`src/rtl/booth_pkg.sv`:
```
// Shared types and helpers for the radix-4 Booth multiplier.
//   state_t     : sequencer states (IDLE, CALC, DONE)
//   digit_t     : recoded Booth digit {0, +1, +2, -1, -2}
//   booth_width : internal operand width W for operand width N (always even)
package booth_pkg;

    typedef enum logic [1:0] {
        IDLE = 2'd0,
        CALC = 2'd1,
        DONE = 2'd2
    } state_t;

    typedef enum logic [2:0] {
        ZERO = 3'd0,
        POS1 = 3'd1,
        POS2 = 3'd2,
        NEG1 = 3'd3,
        NEG2 = 3'd4
    } digit_t;

    // One extra bit so unsigned operands stay positive, rounded up to even.
    function automatic int unsigned booth_width(input int unsigned n);
        return ((n % 32'd2) == 32'd0) ? n + 32'd2 : n + 32'd1;
    endfunction

endpackage

```
`src/rtl/booth_r4_multiplier_if.sv`:
```
// Request/result bundle for booth_r4_multiplier.
//   master : start, is_signed, A, B (and acc) out; product, ready, done in
//   slave  : the reverse, used by the multiplier
// Optional macro BOOTH_ACCUM_EN adds the acc request bit.
interface booth_r4_multiplier_if #(
    parameter int unsigned N = 8
);

    logic             start;
    logic             is_signed;
    logic [N-1:0]     A;
    logic [N-1:0]     B;
`ifdef BOOTH_ACCUM_EN
    logic             acc;
`endif
    logic [2*N-1:0]   product;
    logic             ready;
    logic             done;

`ifdef BOOTH_ACCUM_EN
    modport master (output start, is_signed, A, B, acc, input product, ready, done);
    modport slave  (input start, is_signed, A, B, acc, output product, ready, done);
`else
    modport master (output start, is_signed, A, B, input product, ready, done);
    modport slave  (input start, is_signed, A, B, output product, ready, done);
`endif

endinterface

```
`src/rtl/booth_r4_encoder.sv`:
```
// Radix-4 Booth recoder: multiplier triplet {b[2i+1], b[2i], b[2i-1]} to digit.
//   triplet : 3-bit window of the multiplier
//   digit_c : combinational digit code
module booth_r4_encoder
    import booth_pkg::*;
(
    input  logic [2:0] triplet,
    output digit_t     digit_c
);

    always_comb begin
        digit_c = ZERO;
        case (triplet)
            3'b001, 3'b010: digit_c = POS1;
            3'b011:         digit_c = POS2;
            3'b100:         digit_c = NEG2;
            3'b101, 3'b110: digit_c = NEG1;
            default:        digit_c = ZERO;
        endcase
    end

endmodule

```
`src/rtl/booth_r4_multiplier.sv`:
```
// Sequential radix-4 Booth multiplier, N x N -> 2N, two multiplier bits per cycle.
//   clk, rst : rising-edge clock, synchronous active-high reset
//   bus      : slave side of booth_r4_multiplier_if (start/is_signed/A/B in,
//              product/ready/done out)
// Optional macro BOOTH_ACCUM_EN: acc=1 at accept adds the result into product.
module booth_r4_multiplier
    import booth_pkg::*;
#(
    parameter int unsigned N = 8
) (
    input  logic                  clk,
    input  logic                  rst,
    booth_r4_multiplier_if.slave  bus
);

    localparam int unsigned W  = booth_width(N);
    localparam int unsigned PW = W + 2;
    localparam int unsigned K  = W / 2;
    localparam int unsigned CW = $clog2(K);
    localparam int unsigned RW = 2 * N;

    state_t          state;
    logic [CW-1:0]   cnt;
    logic [W-1:0]    a_ext;
    logic [PW-1:0]   p;
    logic [W-1:0]    q;
    logic            q_m1;
`ifdef BOOTH_ACCUM_EN
    logic            acc_q;
`endif

    digit_t          digit_c;
    logic [PW-1:0]   a_x_c;
    logic [PW-1:0]   addend_c;
    logic [PW-1:0]   p_sum_c;
    logic [RW-1:0]   res_c;
    logic            sa_c;
    logic            sb_c;

    booth_r4_encoder u_enc (
        .triplet ({q[1:0], q_m1}),
        .digit_c (digit_c)
    );

    // Digit times multiplicand added into the upper partial product.
    always_comb begin
        sa_c     = bus.is_signed & bus.A[N-1];
        sb_c     = bus.is_signed & bus.B[N-1];
        a_x_c    = {{2{a_ext[W-1]}}, a_ext};
        addend_c = '0;
        case (digit_c)
            POS1:    addend_c = a_x_c;
            POS2:    addend_c = a_x_c << 1;
            NEG1:    addend_c = -a_x_c;
            NEG2:    addend_c = -(a_x_c << 1);
            default: addend_c = '0;
        endcase
        p_sum_c = p + addend_c;
        res_c   = RW'({p, q});
    end

    // Sequencer and datapath registers.
    always_ff @(posedge clk) begin
        if (rst) begin
            state       <= IDLE;
            cnt         <= '0;
            a_ext       <= '0;
            p           <= '0;
            q           <= '0;
            q_m1        <= 1'b0;
`ifdef BOOTH_ACCUM_EN
            acc_q       <= 1'b0;
`endif
            bus.product <= '0;
            bus.ready   <= 1'b1;
            bus.done    <= 1'b0;
        end else begin
            bus.done <= 1'b0;
            case (state)
                IDLE: begin
                    if (bus.start) begin
                        a_ext     <= {{(W-N){sa_c}}, bus.A};
                        q         <= {{(W-N){sb_c}}, bus.B};
                        q_m1      <= 1'b0;
                        p         <= '0;
                        cnt       <= '0;
`ifdef BOOTH_ACCUM_EN
                        acc_q     <= bus.acc;
`endif
                        bus.ready <= 1'b0;
                        state     <= CALC;
                    end
                end
                CALC: begin
                    // Arithmetic shift of {p_sum, q, q_m1} right by two.
                    p    <= {{2{p_sum_c[PW-1]}}, p_sum_c[PW-1:2]};
                    q    <= {p_sum_c[1:0], q[W-1:2]};
                    q_m1 <= q[1];
                    cnt  <= cnt + CW'(1);
                    if (cnt == CW'(K - 1)) begin
                        state <= DONE;
                    end
                end
                DONE: begin
`ifdef BOOTH_ACCUM_EN
                    bus.product <= acc_q ? bus.product + res_c : res_c;
`else
                    bus.product <= res_c;
`endif
                    bus.done    <= 1'b1;
                    bus.ready   <= 1'b1;
                    state       <= IDLE;
                end
                default: state <= IDLE;
            endcase
        end
    end

endmodule

```
`src/flat_wrapper.sv`:
```
// flat-port wrapper written by rule: the top's interface ports become plain ports
module booth_r4_multiplier_flat import booth_pkg::*;
#(
    parameter int unsigned N = 8
)
  (clk, rst, bus_start, bus_is_signed, bus_A, bus_B, bus_product, bus_ready, bus_done);
  booth_r4_multiplier_if #(.N(N)) bus_i ();
  input  logic clk;
  input  logic rst;
  input wire logic [$bits(bus_i.start)-1:0] bus_start;
  input wire logic [$bits(bus_i.is_signed)-1:0] bus_is_signed;
  input wire logic [$bits(bus_i.A)-1:0] bus_A;
  input wire logic [$bits(bus_i.B)-1:0] bus_B;
  output wire logic [$bits(bus_i.product)-1:0] bus_product;
  output wire logic [$bits(bus_i.ready)-1:0] bus_ready;
  output wire logic [$bits(bus_i.done)-1:0] bus_done;
  assign bus_i.start = bus_start;
  assign bus_i.is_signed = bus_is_signed;
  assign bus_i.A = bus_A;
  assign bus_i.B = bus_B;
  assign bus_product = bus_i.product;
  assign bus_ready = bus_i.ready;
  assign bus_done = bus_i.done;
  booth_r4_multiplier #(.N(N)) u_core (.clk(clk), .rst(rst), .bus(bus_i));
endmodule
```
`config.mk`:
```
export PLATFORM = sky130hd
export DESIGN_NAME = booth_r4_multiplier_flat
export DESIGN_NICKNAME = d
export VERILOG_FILES = /design/src/rtl/booth_pkg.sv /design/src/rtl/booth_r4_multiplier_if.sv /design/src/rtl/booth_r4_encoder.sv /design/src/rtl/booth_r4_multiplier.sv /design/src/flat_wrapper.sv
export SDC_FILE = /design/constraint.sdc
export NUM_CORES = 1
export LEC_CHECK = 0
export ABC_AREA = 1
export CORE_MARGIN = 3
export CORE_UTILIZATION = 35
export CTS_CLUSTER_SIZE = 10
export DETAILED_ROUTE_END_ITERATION = 16
export HOLD_SLACK_MARGIN = 0.08
export PLACE_DENSITY_LB_ADDON = 0.12
export SETUP_SLACK_MARGIN = 0.15
export SKIP_CTS_REPAIR_TIMING = 1
export SYNTH_ARGS = -nofsm -noshare
export SYNTH_HDL_FRONTEND = slang
export SYNTH_HIERARCHICAL = 1
export SYNTH_SLANG_ARGS = --single-unit
```
`constraint.sdc`:
```
create_clock -name clk -period 3.21 [get_ports clk]
set_input_delay 0.321 -clock clk [delete_from_list [all_inputs] [get_ports clk]]
set_output_delay 0.321 -clock clk [all_outputs]
set_load 0.02 [all_outputs]
```
==> results.md <==
Status:
- The run finished with clean final reports.

Layout:
- The area growth from synthesis to layout is 21.0%.
- The commonest non-fill, non-tap cell in the layout is sky130_fd_sc_hd__nand2_1.
- 0 antenna diodes ended up in the layout.
- Once layout is done, the placed cells without fillers occupy 3510 um^2.
- The share of layout cells above drive strength 1 is approximately 12%.
- At the end of the flow, the number of nets in the layout was between 400 and 500.
- The library cells used most frequently in the layout, excluding fill and tap cells, are sky130_fd_sc_hd__nand2_1, sky130_fd_sc_hd__dfxtp_1, sky130_fd_sc_hd__inv_1.

Route:
- The first detailed-routing pass ran for 4 iterations.
- The violation count after the first detailed-routing iteration is 95.
- The post-detailed-routing wire length is between 6 and 7 mm.
- The detail-routed via count per cell is ~5.
- The final routed DRC violation total is 0.
- The count of vias placed by the detailed router is between 2000 and 3000.
- The number of nets still failing antenna checks after routing is 0.
- Dividing the detail-routed wire length by the instance count gives 13.2 um.

Logic synthesis:
- After Yosys synthesis, XOR and XNOR cells account for around 2.4% of the synthesized area.
- The count of flip-flops with a built-in enable after synthesis is 0.
- The net count after synthesis is slightly above 400.
- Measured against the total synthesized area, the mux share comes to 0%.
- The count of unique library cells instantiated by Yosys is 41.
- The total of warnings raised by yosys is 6.
- The total standard cell area after synthesis is roughly 2900 um^2.
- The most used flip-flop cell after synthesis is sky130_fd_sc_hd__dfxtp_1.
- Summing the areas of all compound-gate instances in the mapped netlist gives 23.4% of the synthesized area.
- The proportion of synthesized chip area in sequential cells is approximately 37%.
- A synthesized cell averages ~7.7 um^2.
- The share of synthesized flip-flops with an asynchronous set or reset is 0%.
- After synthesis, the largest family of logic cells by area is compound AO/OA/AOI/OAI gates.
- The post-synthesis adder-cell area fraction is under 10%.
- In this run, synthesis produced a sequential element count of 53.
- The synthesized netlist devotes 21.9% of its cell area to simple gates.
- The synthesized instance count is 377.

STA:
- Summed over all failing endpoints, the final setup total negative slack is 0 ns.
- The minimum clock period is between 2 and 3 ns.
- On the final layout, the worst clock skew is roughly 0.012 ns.
- Setup violations remaining at the end of the flow were counted as 0.
- The max-slew violation total from the final report is 0.
- The maximum clock frequency is ~350 MHz.
- The worst-margin pin slew is 0.721 ns.
- Setup repair after global routing could not meet its margin everywhere.
- Measured against its own limit, the worst slew margin works out to between 50% and 60%.
- Hold timing on the final database bottoms out at a slack of 0.459 ns.
- The number of failing hold endpoints at the final stage was 0.
- The share of the clock period used by the worst path after layout is 88.8%.

Hold path:
- Counting instances, the worst hold path has a depth of 2.
- The worst hold path begins at u_core/bus.ready$_SDFFE_PP1P_.
- The worst hold path belongs to the class flop to flop.
- The path with the worst hold slack has its endpoint at u_core/bus.ready$_SDFFE_PP1P_.

CTS:
- CTS placed an instance of sky130_fd_sc_hd__clkbuf_8 at the clock tree root.
- The CTS tree is built.
- The clock edge transition at the registers on the reported setup and hold paths is around 0.1 ns.
- The number of buffers inserted during clock tree synthesis is 5.
- Counting along the longest clock path gives a buffer depth of 2.
- The clock tree synthesis step divided the H-tree into 2 levels.
- The worst-skew pair later-pin latency is ~0.30 ns.
- The tree built by TritonCTS fans out to 53 sinks.

Job:
- The total of max-cap violations is 0.

Floorplanning:
- The region available for standard cell placement spans about 8000 um^2.
- The die is between 90 and 100 um tall.
- The total I/O pin count is 38.
- The initial core utilization is about 37%.
- The die is approximately 97 um wide.
- The number of rows in the core area is 32.
- The die covers around 9400 um^2.

Placement:
- Detailed placement ended at an HPWL of between 5 and 6 mm.
- Once placement finished, the instance area stood at 3350 um^2.
- The congestion estimate from routability-driven global placement came to 0.899.
- The number of port buffers is 37.

Power:
- The worst IR drop on VDD is 0.000177 V.
- The static leakage power is between 1 and 1.5 nW.
- Power spread over the standard cell area amounts to between 400 and 500 nW/um^2.

Worst setup path:
- The reg-to-reg endpoint is u_core/p[6]$_SDFFE_PP0P_.
- The worst endpoint data arrival time is 3.08 ns.
- The slack of the worst reg-to-reg path is ~0.36 ns.
- STA classifies the critical path endpoint as a flop.
- The worst setup path is launched from a flop.
- At the worst endpoint, the required time is ~3.4 ns.
- The maximum net fanout on the critical path is 9.
- The worst reg-to-reg path cell count is 15.
- The startpoint of the worst-slack reg-to-reg timing path is u_core/q[1]$_SDFFE_PP0P_.
- The category of the most critical setup path is flop to flop.

Global routing:
- In the global route stage, overall resource usage came out at ~15%.
- The number of global-route vias before repair was between 2000 and 2500.
- Entering global routing, the biggest net connects 27 pins.
- The number of antenna violations at the first check in global routing is 0.
- The first global-routing pass estimated between 10 and 15 mm of wire.
- The residual overflow from global routing is 0.
## cell usage after synthesis, types with 4 or more instances
cell type	instances	area [um^2]
sky130_fd_sc_hd__nand2_1	66	248
sky130_fd_sc_hd__inv_2	5	18.8
sky130_fd_sc_hd__nor2_1	13	48.8
sky130_fd_sc_hd__a22o_1	9	78.8
sky130_fd_sc_hd__clkbuf_1	4	15.0
sky130_fd_sc_hd__o21ai_0	29	145
sky130_fd_sc_hd__dfxtp_1	53	1060
sky130_fd_sc_hd__o22ai_1	4	25.0
sky130_fd_sc_hd__nand2_2	4	25.0
sky130_fd_sc_hd__inv_1	45	169
sky130_fd_sc_hd__ha_1	14	175
sky130_fd_sc_hd__a21oi_1	41	205
sky130_fd_sc_hd__nor3_1	6	30.0
sky130_fd_sc_hd__xor2_1	7	61.3
sky130_fd_sc_hd__nand3_2	5	50.1
sky130_fd_sc_hd__nand3_1	21	105
sky130_fd_sc_hd__o221ai_1	8	70.1
sky130_fd_sc_hd__a22oi_1	4	30.0
sky130_fd_sc_hd__nor2_2	4	25.0
## sequential cells by signal, summed over array words and instances, names as in the netlist
signal and cells:
u_core/cnt 3, u_core/q 10, u_core/a_ext 9, u_core/state 2
u_core/q_m1 1, u_core/bus.done 1, u_core/bus.product 16, u_core/bus.ready 1
u_core/p 10
## per-stage QoR
stage | setup slack, ns | total power [W] | utilization [%] | cells
finish | 0.358 | 0.00150 | 44.5 | 515
global route | 0.0705 | 0.00159 | 44.5 | 515
CTS | 0.209 | 0.00151 | 43.9 | 515
detailed placement | 0.235 | 0.00105 | 42.5 | 508
global placement | 0.230 | 0.00105 | 42.5 | 508
floorplan | 0.688 | 0.000966 | - | 377
## how the worst max path moves through the flow
stage	from	endpoint	slack (ns)	cells after the start
finish	u_core/q[1]$_SDFFE_PP0P_	u_core/p[6]$_SDFFE_PP0P_	0.36	15
global route	u_core/q[1]$_SDFFE_PP0P_	u_core/p[6]$_SDFFE_PP0P_	0.07	15
CTS	u_core/q[0]$_SDFFE_PP0P_	u_core/p[6]$_SDFFE_PP0P_	0.21	16
detailed placement	u_core/q[0]$_SDFFE_PP0P_	u_core/p[6]$_SDFFE_PP0P_	0.23	16
global placement	u_core/q[0]$_SDFFE_PP0P_	u_core/p[6]$_SDFFE_PP0P_	0.23	16
floorplan	u_core/a_ext[0]$_SDFFE_PP0P_	u_core/p[5]$_SDFFE_PP0P_	0.69	15
## kinds of logic (layout without fill, tap and decap cells)
| logic type | count (synthesis) | in the layout |
|---|---|---|
| simple gates | 129 | 129 |
| xor+xnor | 8 | 8 |
| compound gates | 110 | 110 |
| fa+ha+maj | 15 | 15 |
| buf+inv | 62 | 98 |
| flops | 53 | 53 |
## power by group
| group | leakage [nW] | internal (W) | total, W | switching [W] |
|---|---|---|---|---|
| clock network | 0.0546 | 0.000231 | 0.000457 | 0.000226 |
| logic | 0.916 | 0.000125 | 0.000326 | 0.000201 |
| registers | 0.433 | 0.000689 | 0.000721 | 0.0000321 |
## cell type report
class                           count  area, um^2
Fill cell                         809        4380
Inverter                           51         191
Sequential cell                    53        1060
Timing Repair Buffer               40         393
Multi-Input combinational cell    262        1630
Tap cell                          102         128
Clock inverter                      2        38.8
Clock buffer                        5        68.8
## critical path: stages (launching register included)
cell	delay [ns]
sky130_fd_sc_hd__dfxtp_1	0.35
sky130_fd_sc_hd__inv_1	0.13
sky130_fd_sc_hd__nand3_1	0.08
sky130_fd_sc_hd__nand3_1	0.14
sky130_fd_sc_hd__inv_1	0.13
sky130_fd_sc_hd__nor2_4	0.27
sky130_fd_sc_hd__inv_1	0.12
sky130_fd_sc_hd__o21ai_0	0.23
sky130_fd_sc_hd__ha_2	0.36
sky130_fd_sc_hd__a21oi_1	0.20
sky130_fd_sc_hd__nand2_1	0.14
sky130_fd_sc_hd__a21boi_2	0.19
sky130_fd_sc_hd__o21bai_1	0.09
sky130_fd_sc_hd__a21oi_1	0.12
sky130_fd_sc_hd__o21ai_0	0.10
sky130_fd_sc_hd__a21oi_1	0.12
## metal layers
| metal | GRT usage (%) | routed length (um) | vias up |
|---|---|---|---|
| li1 | - | - | 1364 |
| met1 | 21.0 | 3560 | 1143 |
| met2 | 22.5 | 2960 | 40 |
| met4 | 4.00 | 94 | 0 |
| met3 | 2.45 | 209 | 6 |
| met5 | 0 | 0 | - |
No activity file was read; power rests on OpenSTA's default activity.
